<file path="config.mk">
export PLATFORM = sky130hd
export DESIGN_NAME = regfile_multiport
export DESIGN_NICKNAME = d
export VERILOG_FILES = /design/src/rtl/regfile_pkg.sv /design/src/rtl/regfile_read_lane.sv /design/src/rtl/regfile_multiport.sv
export SDC_FILE = /design/constraint.sdc
export NUM_CORES = 1
export LEC_CHECK = 0
export CELL_PAD_IN_SITES_DETAIL_PLACEMENT = 1
export CELL_PAD_IN_SITES_GLOBAL_PLACEMENT = 2
export CORE_ASPECT_RATIO = 0.75
export CORE_MARGIN = 10
export CORE_UTILIZATION = 40
export DETAILED_ROUTE_END_ITERATION = 16
export GPL_TIMING_DRIVEN = 0
export HOLD_SLACK_MARGIN = 0.08
export PLACE_DENSITY_LB_ADDON = 0.3
export SLEW_MARGIN = 20
export SYNTH_ARGS = -nofsm -noshare
export SYNTH_HDL_FRONTEND = slang
export SYNTH_SLANG_ARGS = --single-unit
export TNS_END_PERCENT = 50
</file>
<file path="constraint.sdc">
create_clock -name clock -period 4.05 [get_ports clock]
set_clock_uncertainty 0.05 [all_clocks]
set_input_delay 0.81 -clock clock [delete_from_list [all_inputs] [get_ports clock]]
set_output_delay 0.81 -clock clock [all_outputs]
set_load 0.02 [all_outputs]
</file>
<file path="src/rtl/regfile_pkg.sv">
// Shared types and helpers for the multiport register file: FSM states,
// depth calculation and packed-bus lane extraction.
package regfile_pkg;

  typedef enum logic {
    ST_CLEAR = 1'b0,
    ST_RUN   = 1'b1
  } state_e;

  // Widest packed bus lane_sel can slice; callers zero-extend into this width.
  localparam int unsigned LANE_BUS_W = 256;

  function automatic int unsigned depth_of(input int unsigned addr_w);
    return 32'd1 << addr_w;
  endfunction

  function automatic logic [LANE_BUS_W-1:0] lane_sel(
    input logic [LANE_BUS_W-1:0] bus,
    input int unsigned           idx,
    input int unsigned           w
  );
    logic [LANE_BUS_W-1:0] mask;
    mask = (w >= LANE_BUS_W) ? '1 : ((LANE_BUS_W'(1) << w) - LANE_BUS_W'(1));
    return (bus >> (idx * w)) & mask;
  endfunction

endpackage

</file>
<file path="src/rtl/regfile_read_lane.sv">
// One combinational read port: gates on ready, applies the hardwired-zero
// register and optional same-cycle write forwarding, else returns storage.
module regfile_read_lane #(
  parameter int DATA_W   = 32,
  parameter int ADDR_W   = 3,
  parameter int ZERO_REG = 1,
  parameter int BYPASS   = 1
) (
  input  logic              ready_i,
  input  logic [ADDR_W-1:0] rd_addr_i,
  input  logic [DATA_W-1:0] mem_rdata_i,
  input  logic              wr_en_i,
  input  logic [ADDR_W-1:0] wr_addr_i,
  input  logic [DATA_W-1:0] wr_data_i,
  output logic [DATA_W-1:0] rd_data_o
);

  logic zero_hit;
  logic bypass_hit;

  assign zero_hit   = (ZERO_REG != 0) && (rd_addr_i == '0);
  assign bypass_hit = (BYPASS != 0) && wr_en_i && (rd_addr_i == wr_addr_i);

  always_comb begin
    rd_data_o = mem_rdata_i;
    if (!ready_i) begin
      rd_data_o = '0;
    end else if (zero_hit) begin
      rd_data_o = '0;
    end else if (bypass_hit) begin
      rd_data_o = wr_data_i;
    end
  end

endmodule

</file>
<file path="src/rtl/regfile_multiport.sv">
// Parametrised multi-read-port register file with a post-reset clear sweep
// that zeroes one entry per cycle before raising ready.
module regfile_multiport
  import regfile_pkg::*;
#(
  parameter int DATA_W   = 32,
  parameter int ADDR_W   = 3,
  parameter int NUM_RD   = 2,
  parameter int ZERO_REG = 1,
  parameter int BYPASS   = 1
) (
  input  logic                     clock,
  input  logic                     reset,
  input  logic [NUM_RD*ADDR_W-1:0] read_reg,
  output logic [NUM_RD*DATA_W-1:0] read_data,
  input  logic [ADDR_W-1:0]        write_reg,
  input  logic [DATA_W-1:0]        write_data,
  input  logic                     RegWrite,
  output logic                     ready,
  output logic                     clr_busy
);

  localparam int DEPTH = int'(depth_of(ADDR_W));

  state_e              state_q;
  logic [ADDR_W-1:0]   clr_idx_q;
  logic                ready_q;
  logic                clr_busy_q;
  logic [DATA_W-1:0]   mem_q [DEPTH];

  logic                mem_we_d;
  logic [ADDR_W-1:0]   mem_waddr_d;
  logic [DATA_W-1:0]   mem_wdata_d;
  logic [LANE_BUS_W-1:0] rd_bus_pad;

  always_ff @(posedge clock) begin
    if (reset) begin
      state_q    <= ST_CLEAR;
      clr_idx_q  <= '0;
      ready_q    <= 1'b0;
      clr_busy_q <= 1'b1;
    end else begin
      case (state_q)
        ST_CLEAR: begin
          // Index wraps to 0 naturally after the last entry.
          clr_idx_q <= clr_idx_q + ADDR_W'(1);
          if (clr_idx_q == '1) begin
            state_q    <= ST_RUN;
            ready_q    <= 1'b1;
            clr_busy_q <= 1'b0;
          end
        end
        ST_RUN: begin
          ready_q    <= 1'b1;
          clr_busy_q <= 1'b0;
        end
        default: begin
          state_q <= ST_CLEAR;
        end
      endcase
    end
  end

  // Single write port shared by the sweep and normal writes; sweep wins.
  always_comb begin
    mem_we_d    = 1'b0;
    mem_waddr_d = write_reg;
    mem_wdata_d = write_data;
    if (!reset) begin
      if (state_q == ST_CLEAR) begin
        mem_we_d    = 1'b1;
        mem_waddr_d = clr_idx_q;
        mem_wdata_d = '0;
      end else if (RegWrite && !((ZERO_REG != 0) && (write_reg == '0))) begin
        mem_we_d = 1'b1;
      end
    end
  end

  always_ff @(posedge clock) begin
    if (mem_we_d) begin
      mem_q[mem_waddr_d] <= mem_wdata_d;
    end
  end

  assign ready      = ready_q;
  assign clr_busy   = clr_busy_q;
  assign rd_bus_pad = LANE_BUS_W'(read_reg);

  generate
    for (genvar gi = 0; gi < NUM_RD; gi++) begin : g_lane
      logic [ADDR_W-1:0] rd_addr;
      logic [DATA_W-1:0] rd_data;

      assign rd_addr = ADDR_W'(lane_sel(rd_bus_pad, gi, ADDR_W));

      regfile_read_lane #(
        .DATA_W  (DATA_W),
        .ADDR_W  (ADDR_W),
        .ZERO_REG(ZERO_REG),
        .BYPASS  (BYPASS)
      ) u_lane (
        .ready_i    (ready_q),
        .rd_addr_i  (rd_addr),
        .mem_rdata_i(mem_q[rd_addr]),
        .wr_en_i    (RegWrite),
        .wr_addr_i  (write_reg),
        .wr_data_i  (write_data),
        .rd_data_o  (rd_data)
      );

      assign read_data[gi*DATA_W +: DATA_W] = rd_data;
    end
  endgenerate

endmodule

</file>
Word level (Yosys, flattened, before mapping)

Memory sizes are Yosys's and may differ from the RTL's.
Cells that the tools add are included.
W data, S select, Z words.

Equal/unequal tests: 4
Bitwise operators: 1
Add/subtract/negate cells: 1
Reduce and logical (&&, ||, !) cells: 7
Mux-type cells: 21

Operator list:

| cell                  | count |
|---|---|
| $mux W32              | 8 |
| $logic_not A3 Y1      | 3 |
| $mux W1               | 9 |
| $eq A3 B3 Y1          | 2 |
| $mux W3               | 2 |
| $pmux W1 S2           | 2 |
| $add A3 B1 Y3 const B | 1 |
| $eq A3 B3 Y1 const B  | 1 |
| $logic_and A1 B1 Y1   | 3 |
| $ne A2 B2 Y1 const B  | 1 |
| $logic_not A1 Y1      | 1 |
| $not A1 Y1            | 1 |

Register bits after elaboration: 6
Memory bits (writable): 256
Memories kept: 1

Memories:

| memory | depth | bits a word | rd ports | clocked after memory_dff | write ports | RTL line                | text |
|---|---|---|---|---|---|---|---|
| mem_q  | 8     | 32          | 2        | 0                        | 1           | regfile_multiport.sv:29 | `logic [DATA_W-1:0] mem_q [DEPTH];` |

Depth between registers and ports, before layout

Gate-level depths: netlist of run 1.

Depth in word-level cells: 8
Mapped depth: 7

Cells and area by module

Synthesis of run 1 repeated with hierarchy kept, for this count alone.

Cells, all modules: 792
Area total of the unflattened synthesis: 13844.5 um^2

Modules (own cells, without submodules):

| module            | cells each | area each (um^2) | times used |
|---|---|---|---|
| regfile_multiport | 568        | 12420.7          | 1 |
| regfile_read_lane | 112        | 711.9            | 2 |

Worst setup path after synthesis of run 1

No wires, ideal clock.

Kind: input -> register
Start point: input reset
End point: memory mem_q[4][0] (enable)
Data arrival time: 2.941 ns
Setup slack: 0.638 ns
Stages on the path: 6
Path buffers: 2
Path through: clkbuf_1 -> nor2_1 -> buf_2 -> nor3b_1 -> a31oi_1 -> nor2_1

Cells in the longest elaborated chain, start to end: 3

Ends and longest elaborated chain:

| item                          | RTL line                | text |
|---|---|---|
| from (decl)                   | regfile_multiport.sv:13 | `input logic reset,` |
| $mux W1                       | regfile_multiport.sv:69 | `if (!reset) begin` |
| $mux W1                       | regfile_multiport.sv:81 | `if (mem_we_d) begin` |
| $mux W1 (not written as such) | regfile_multiport.sv:82 | `mem_q[mem_waddr_d] <= mem_wdata_d;` |
| to (decl)                     | regfile_multiport.sv:29 |  |

Parallel ways exist; a longest one is shown, timed or not.

Worst setup path after layout of run 1

Start point: input write_reg[0]
End point: output read_data[50]

Cells in the longest elaborated chain, start to end: 5

Ends and longest elaborated chain:

| item                | RTL line                | text |
|---|---|---|
| from (decl)         | regfile_multiport.sv:16 | `input logic [ADDR_W-1:0] write_reg,` |
| $eq A3 B3 Y1        | regfile_read_lane.sv:22 | `assign bypass_hit = (BYPASS != 0) && wr_en_i && (rd_addr_i == wr_addr_i);` |
| $logic_and A1 B1 Y1 | regfile_read_lane.sv:22 |  |
| $mux W32            | regfile_read_lane.sv:30 | `end else if (bypass_hit) begin` |
| $mux W32            | regfile_read_lane.sv:28 | `end else if (zero_hit) begin` |
| $mux W32            | regfile_read_lane.sv:26 | `if (!ready_i) begin` |
| to (decl)           | regfile_multiport.sv:15 | `output logic [NUM_RD*DATA_W-1:0] read_data,` |

Every way passes these cells.

==> results of run 1 <==
-- state kept, by name, summed over array words and instances, names as in the netlist --
register,count
clr_busy,1
state_q,1
mem_q,224
clr_idx_q,3
ready,1
-- where the power goes --
part           internal, W  leakage (nW)  switching (W)  total (W)
clock network      0.00116         0.349       0.000964    0.00213
registers          0.00268          2.11      0.0000328    0.00271
logic             0.000219          2.71       0.000409   0.000628
total              0.00406          5.17        0.00141    0.00547
-- worst min path at each step --
stage                       from  slack (ns)  depth (start not counted)           end
floorplan           clr_idx_q[0]        0.47                          2  clr_idx_q[0]
global placement        clr_busy        0.40                          2      clr_busy
detailed placement      clr_busy        0.43                          2      clr_busy
CTS                     clr_busy        0.45                          2      clr_busy
global route            clr_busy        0.51                          2      clr_busy
finish                  clr_busy        0.44                          2      clr_busy
-- metal layers --
metal	vias up	part of all wire, %	wire length [um]
met5	-	0.15	66
met4	2	2.3	1053
met3	71	9.3	4160
met2	488	43	19480
met1	4687	45	20110
li1	3850	-	-
-- worst max-delay path, cell delays in order --
cell	delay [ns]
clkdlybuf4s50_1	0.59
xnor2_2	0.16
nand4_1	0.21
a21oi_4	0.31
buf_6	0.24
o2bb2ai_1	0.18
clkdlybuf4s50_1	0.65
-- cell families (layout without fill, tap and decap cells) --
| family | Yosys count | after routing | share of synthesized area [%] |
|---|---|---|---|
| adders and majority gates | 2 | 2 | 0.2192 |
| buffers and inverters | 90 | 253 | 4.320 |
| muxes | 66 | 66 | 5.800 |
| DFF | 230 | 230 | 59.99 |
| AOI/OAI and AO/OA | 334 | 334 | 22.62 |
| xor gates and xnor gates | 7 | 7 | 0.5372 |
| and+or+nand+nor | 143 | 143 | 6.512 |
-- cell usage in the layout, fill, tap and decap left out, drive strengths merged, types with 3 or more instances in the layout --
| master | n |
|---|---|
| inv | 7 |
| mux2i | 65 |
| o221ai | 16 |
| dlygate4sd2 | 9 |
| edfxtp | 224 |
| xnor2 | 6 |
| and2 | 30 |
| nor3b | 4 |
| clkdlybuf4s50 | 65 |
| o2bb2ai | 18 |
| buf | 74 |
| dlymetal6s2s | 29 |
| dfxtp | 6 |
| or2 | 4 |
| nor2 | 53 |
| o22ai | 99 |
| o32ai | 10 |
| clkinvlp | 3 |
| a21oi | 30 |
| nand2b | 3 |
| o22a | 30 |
| o21bai | 15 |
| nand2 | 10 |
| a32o | 46 |
| a21o | 3 |
| a22oi | 10 |
| clkbuf | 55 |
| nor2b | 32 |
| o21ai | 31 |
| clkinv | 10 |
| a2bb2oi | 15 |
| a31oi | 4 |
-- per-stage QoR --
step	power [W]	utilization [%]	hold WS [ns]
2_1_floorplan	0.003087	-	0.4692
3_3_place_gp	0.003331	46.08	0.4035
3_5_place_dp	0.003365	47.00	0.4295
4_1_cts	0.005459	49.99	0.4458
5_1_grt	0.005614	50.48	0.5081
6_report	0.005466	50.48	0.4358
-- cell usage after synthesis, types with 2 or more instances --
library cell  count  share of area (%)
o32ai_1          10               0.77
nand4_1           2               0.11
o21ai_0          29                1.3
a22oi_1          10               0.66
inv_1             6               0.20
ha_1              2               0.22
a32o_1           46                4.0
and2_1           30                1.6
o2bb2ai_1        18                1.4
edfxtp_1        224                 59
a31oi_1           4               0.22
o22ai_1          99                5.4
nor2_1           53                1.7
o21ai_1           2              0.088
a41oi_2           2               0.29
o31ai_1           2               0.13
a21o_1            3               0.20
nand3_1           2              0.088
nor3b_1           4               0.26
buf_6             7               0.69
or2_1             2               0.11
o21bai_1         15               0.99
dfxtp_1           6                1.1
o22a_1           30                2.3
nor3_1            2              0.088
mux2i_1          65                5.7
or2_2             2               0.11
a21oi_1          28                1.2
o221ai_2         16                2.1
nand2_2           2               0.11
a21oi_2           2               0.15
nand2b_1          3               0.16
xnor2_1           6               0.46
buf_2            31                1.4
nor2b_1          32                1.8
nand2_1           8               0.26
a2bb2oi_1        15                1.2
clkbuf_1         26               0.86
buf_4            17                1.1
buf_1             3              0.099
-- cell type report --
cell class	instances	area (sq um)
repair buffers	120	1370
plain buffers	83	546.8
inverters	6	22.52
well taps	385	481.7
flip-flops and latches	230	6847
clock inverters	15	118.9
clock buffers	29	619.3
fillers	2845	13890
multi-input cells	552	4155
-- repair_timing --
item,4_1_cts,5_1_grt
buffers inserted,6,2
hold buffers,0,0
resized for setup,35,45
pin swaps,2,0
setup endpoints to repair,63,53
==> reports/metrics.csv, run 1 <==
metric;value;unit
status;complete, no violations;
Most Crowded Layer GR;met2;
ratio of cells with drive above 1 in the final layout;14.49;%
I/O pin total;110;
via count;9098;
final setup TNS;0;ns
Min-Delay Path Class;flop to flop;
ant diodes;0;
worst skew pair latency;0.53;ns
Ys Warns;0;
first-pass GRT wire length;64.42;mm
First-pass DRT Iterations;5;
Slew @ Worst Pin;1.020;ns
DIE WIDTH;215.0;um
Pins Over Slew Limit;0;
wire length per cell;31.60;um
Crit. End Element;primary output;
# H-tree levels;1;
WP data required;3.19;ns
Peak supply drop;0.3299;mV
Placed Instances;1369;
sequential share of the synthesized area;59.99;%
I/O Buffers;103;
Most used DFF post-synth;edfxtp_1;
Synth Instances;872;
clk root buf;clkbuf_16;
Setup Crit Path Kind;input pin to primary output;
M3 GR Usage;5.497;%
Initial DRC Count;946;
die height;166.3;um
Power Dens Cells;386.0;mW/mm^2
vias in the first global route;9288;
antenna violations before repair;0;
number of flops mapped to enable cells by yosys;224;
Clock transition at path regs;0.06;ns
met2 Use GR;36.16;%
Reg2Reg Launch Point;state_q;
post-synthesis net count;918;
setup repair after global routing missed its margin;false;
period utilization;99.64;%
synthesis-to-finish area growth;24.09;%
largest net degree at the start of global routing;20;
ANT nets after route;0;
Rel. slew slack;32.02;%
post-route setup slack;0.01449;ns
fin cells;1420;
maxcap violations;0;
DRC;0;
Leak;5.167;nW
Reg2Reg Setup Slack;1.25;ns
Num CTS Buffers;24;
remaining global-route overflow;0;
Sink Count;230;
CP endpoint;read_data[50];
Startpoint Class;input pin;
Initial Util;40.68;%
worst-case reg-to-reg path depth;7;
CP Max Fanout;10;
Via density;6.407;
fmax;0.2478;GHz
dpl ws;-0.4815;ns
CTS Buffer Depth;3;
layout net count;1063;
DP Wirelength;30.09;mm
Final min period;4.036;ns
CTS tree;built;
Final Instance Area;0.01416;sq mm
DIE AREA;0.03576;sq mm
number of distinct library cells after synthesis;46;
Placeable Area;0.02805;sq mm
gpl congestion;0.8989;
Final setup viols;0;
asr flop ratio synth;0;%
Routed WL;44.87;mm
Post-Syn Area;0.01141;sq mm
Total GRT Usage;24.09;%
placed cell areas;0.01318;sq mm
met1 usage;34.27;%
Critical Path AT;3.18;ns
Mapped Avg Cell Area;13.09;sq um
FF+latch count, synth;230;
Rows;53;
worst r2r dst;mem_q[5][20];
Worst setup startpoint;write_reg[0];
Final Hold Viols;0;
Power figures use the tool's default switching activity.
==> run 2, diff against run 1 <==
- CORE_ASPECT_RATIO: 0.75 -> 1.1
==> reports/metrics.csv, run 2 (synthesis results as in run 1) <==
metric;value;unit;change
Final min period;4.017;ns;was 4.036 ns
worst skew pair latency;0.54;ns;was 0.53 ns
Top delay family on crit path;buffers and inverters;;unchanged
DP Wirelength;28.97;mm;was 30.09 mm
maxcap violations;0;;unchanged
CP endpoint;read_data[30];;was read_data[50]
fin util;50.39;%;was 50.48%
largest net degree at the start of global routing;20;;unchanged
CP Max Fanout;10;;unchanged
biggest regs;mem_q (224), clr_idx_q (3);;unchanged
Startpoint Class;input pin;;unchanged
vias in the first global route;9538;;was 9288
Critical Path Max Stage Delay;0.54;ns;was 0.65 ns
cts hold-fix bufs;0;;unchanged
Setup Crit Path Kind;input pin to primary output;;unchanged
commonest cells after routing, fill and taps aside;224 x edfxtp_1, 99 x o22ai_1, 65 x mux2i_1;;was 224 x edfxtp_1, 99 x o22ai_1, 65 x mux2i_1, 65 x clkdlybuf4s50_1
Reg2Reg Setup Slack;1.32;ns;was 1.25 ns
ant diodes;0;;unchanged
DRC;0;;unchanged
synthesis-to-finish area growth;23.40;%;was 24.09%
I/O pin total;110;;unchanged
post-route setup slack;0.03271;ns;was 0.01449 ns
Power Dens Cells;390.2;mW/mm^2;was 386.0 mW/mm^2
Routed WL;43.22;mm;was 44.87 mm
Sink Count;230;;unchanged
ANT nets after route;0;;unchanged
period utilization;99.19;%;was 99.64%
First-pass DRT Iterations;5;;unchanged
Clock transition at path regs;0.06;ns;about the same
max FFs per register;224;;unchanged
antenna violations before repair;0;;unchanged
Total GRT Usage;23.09;%;was 24.09%
first-pass GRT wire length;62.60;mm;was 64.42 mm
WP data required;3.19;ns;about the same
layout net count;1065;;was 1063
Final setup viols;0;;unchanged
Initial DRC Count;932;;was 946
worst r2r dst;mem_q[4][22];;was mem_q[5][20]
Leak;4.928;nW;was 5.167 nW
Crit. End Element;primary output;;unchanged
Critical Path AT;3.16;ns;was 3.18 ns
clk root buf;clkbuf_16;;unchanged
Fillers;2805;;was 2845
# H-tree levels;1;;unchanged
status;complete, no violations;;unchanged
remaining global-route overflow;0;;unchanged
Biggest register;mem_q;;unchanged
die height;197.2;um;was 166.3 um
Final Hold Viols;0;;unchanged
Peak supply drop;0.3220;mV;was 0.3299 mV
Design Power;0.005494;W;was 0.005466 W
Placeable Area;0.02795;sq mm;was 0.02805 sq mm
commonest non-fill, non-tap cell in the layout;edfxtp_1;;unchanged
Via density;6.380;;was 6.407
fmax;0.2489;GHz;was 0.2478 GHz
worst-case reg-to-reg path depth;8;;was 7
CTS Buffer Depth;3;;unchanged
DIE AREA;0.03569;sq mm;was 0.03576 sq mm
worst-path cell chain;clkdlybuf4s50_1 > buf_4 > xnor2_1 > nand4_1 > a21oi_4 > buf_4 > buf_6 > a32o_1 > clkdlybuf4s15_1;;was clkdlybuf4s50_1 > xnor2_2 > nand4_1 > a21oi_4 > buf_6 > o2bb2ai_1 > clkdlybuf4s50_1
wire length per cell;30.89;um;was 31.60 um
Initial Util;40.84;%;was 40.68%
via count;8926;;was 9098
Slew @ Worst Pin;1.029;ns;was 1.020 ns
Num CTS Buffers;26;;was 24
most used cell along the critical path;buf_4;;was clkdlybuf4s50_1
critical path buffer and inverter count;5;;was 3
DIE WIDTH;181.1;um;was 215.0 um
Rows;64;;was 53
Pins Over Slew Limit;0;;unchanged
CTS tree;built;;unchanged
I/O Buffers;103;;unchanged
CP max-delay cell;clkdlybuf4s50_1;;unchanged
ratio of cells with drive above 1 in the final layout;14.58;%;was 14.49%
Reg2Reg Launch Point;state_q;;unchanged
Worst setup startpoint;read_reg[0];;was write_reg[0]
Crit path depth;9;;was 7
final setup TNS;0;ns;unchanged
Rel. slew slack;31.41;%;was 32.02%
dpl ws;-0.5138;ns;was -0.4815 ns
gpl congestion;0.8474;;was 0.8989
Min-Delay Path Class;flop to flop;;unchanged
run 2: tightest hold or removal path, stage by stage, from the launching register on:
cell,delay (ns)
dfxtp_1,0.34
nor2_1,0.05
nor2_1,0.07
run 2: final cells by class:
class / count / area [sq um] / area share, %
Tap cell: 363 / 454.2 / 3.225
Clock inverter: 10 / 45.04 / 0.3199
Sequential cell: 230 / 6847 / 48.62
Clock buffer: 35 / 705.7 / 5.011
Buffer: 82 / 539.3 / 3.829
Multi-Input combinational cell: 552 / 4167 / 29.59
Timing Repair Buffer: 121 / 1303 / 9.249
Inverter: 6 / 22.52 / 0.1599
run 2: metal layers:
metal / GRT usage, % / vias up / share of wire, %
met5: 0 / - / 0
met4: 7.507 / 0 / 2.9
met3: 3.866 / 91 / 7.3
met2: 40.98 / 440 / 50
met1: 27.95 / 4553 / 40
li1: - / 3842 / -
run 2: worst min-delay path by stage:
stage	start	endpoint	slack, ns	cells past startpoint
after CTS	clr_busy	clr_busy	0.44	2
final	clr_busy	clr_busy	0.45	2
after global placement	clr_busy	clr_busy	0.40	2
after global routing	clr_busy	clr_busy	0.48	2
after detailed placement	clr_busy	clr_busy	0.43	2
after floorplan	clr_idx_q[0]	clr_idx_q[0]	0.47	2
run 2: timing repair:
| item | 4_1_cts | 5_1_grt |
|---|---|---|
| endpoints found under the hold margin | 0 | 0 |
| setup endpoints to repair | 63 | 24 |
| pin swaps | 1 | 0 |
| buffers inserted | 7 | 1 |
| gates resized for setup | 69 | 16 |
run 2: stage by stage:
stage	hold WS, ns	std cells	cell area [sq um]
after floorplan	0.4692	872	11410
after global placement	0.4038	1338	12900
after detailed placement	0.4260	1348	13180
after CTS	0.4433	1399	14050
after global routing	0.4752	1399	14080
final	0.4460	1399	14080
run 2: report_power, final:
group / internal [W] / switching [W]
Combinational: 0.000216 / 0.000397
Clock: 0.00121 / 0.000959
Sequential: 0.00268 / 0.0000318
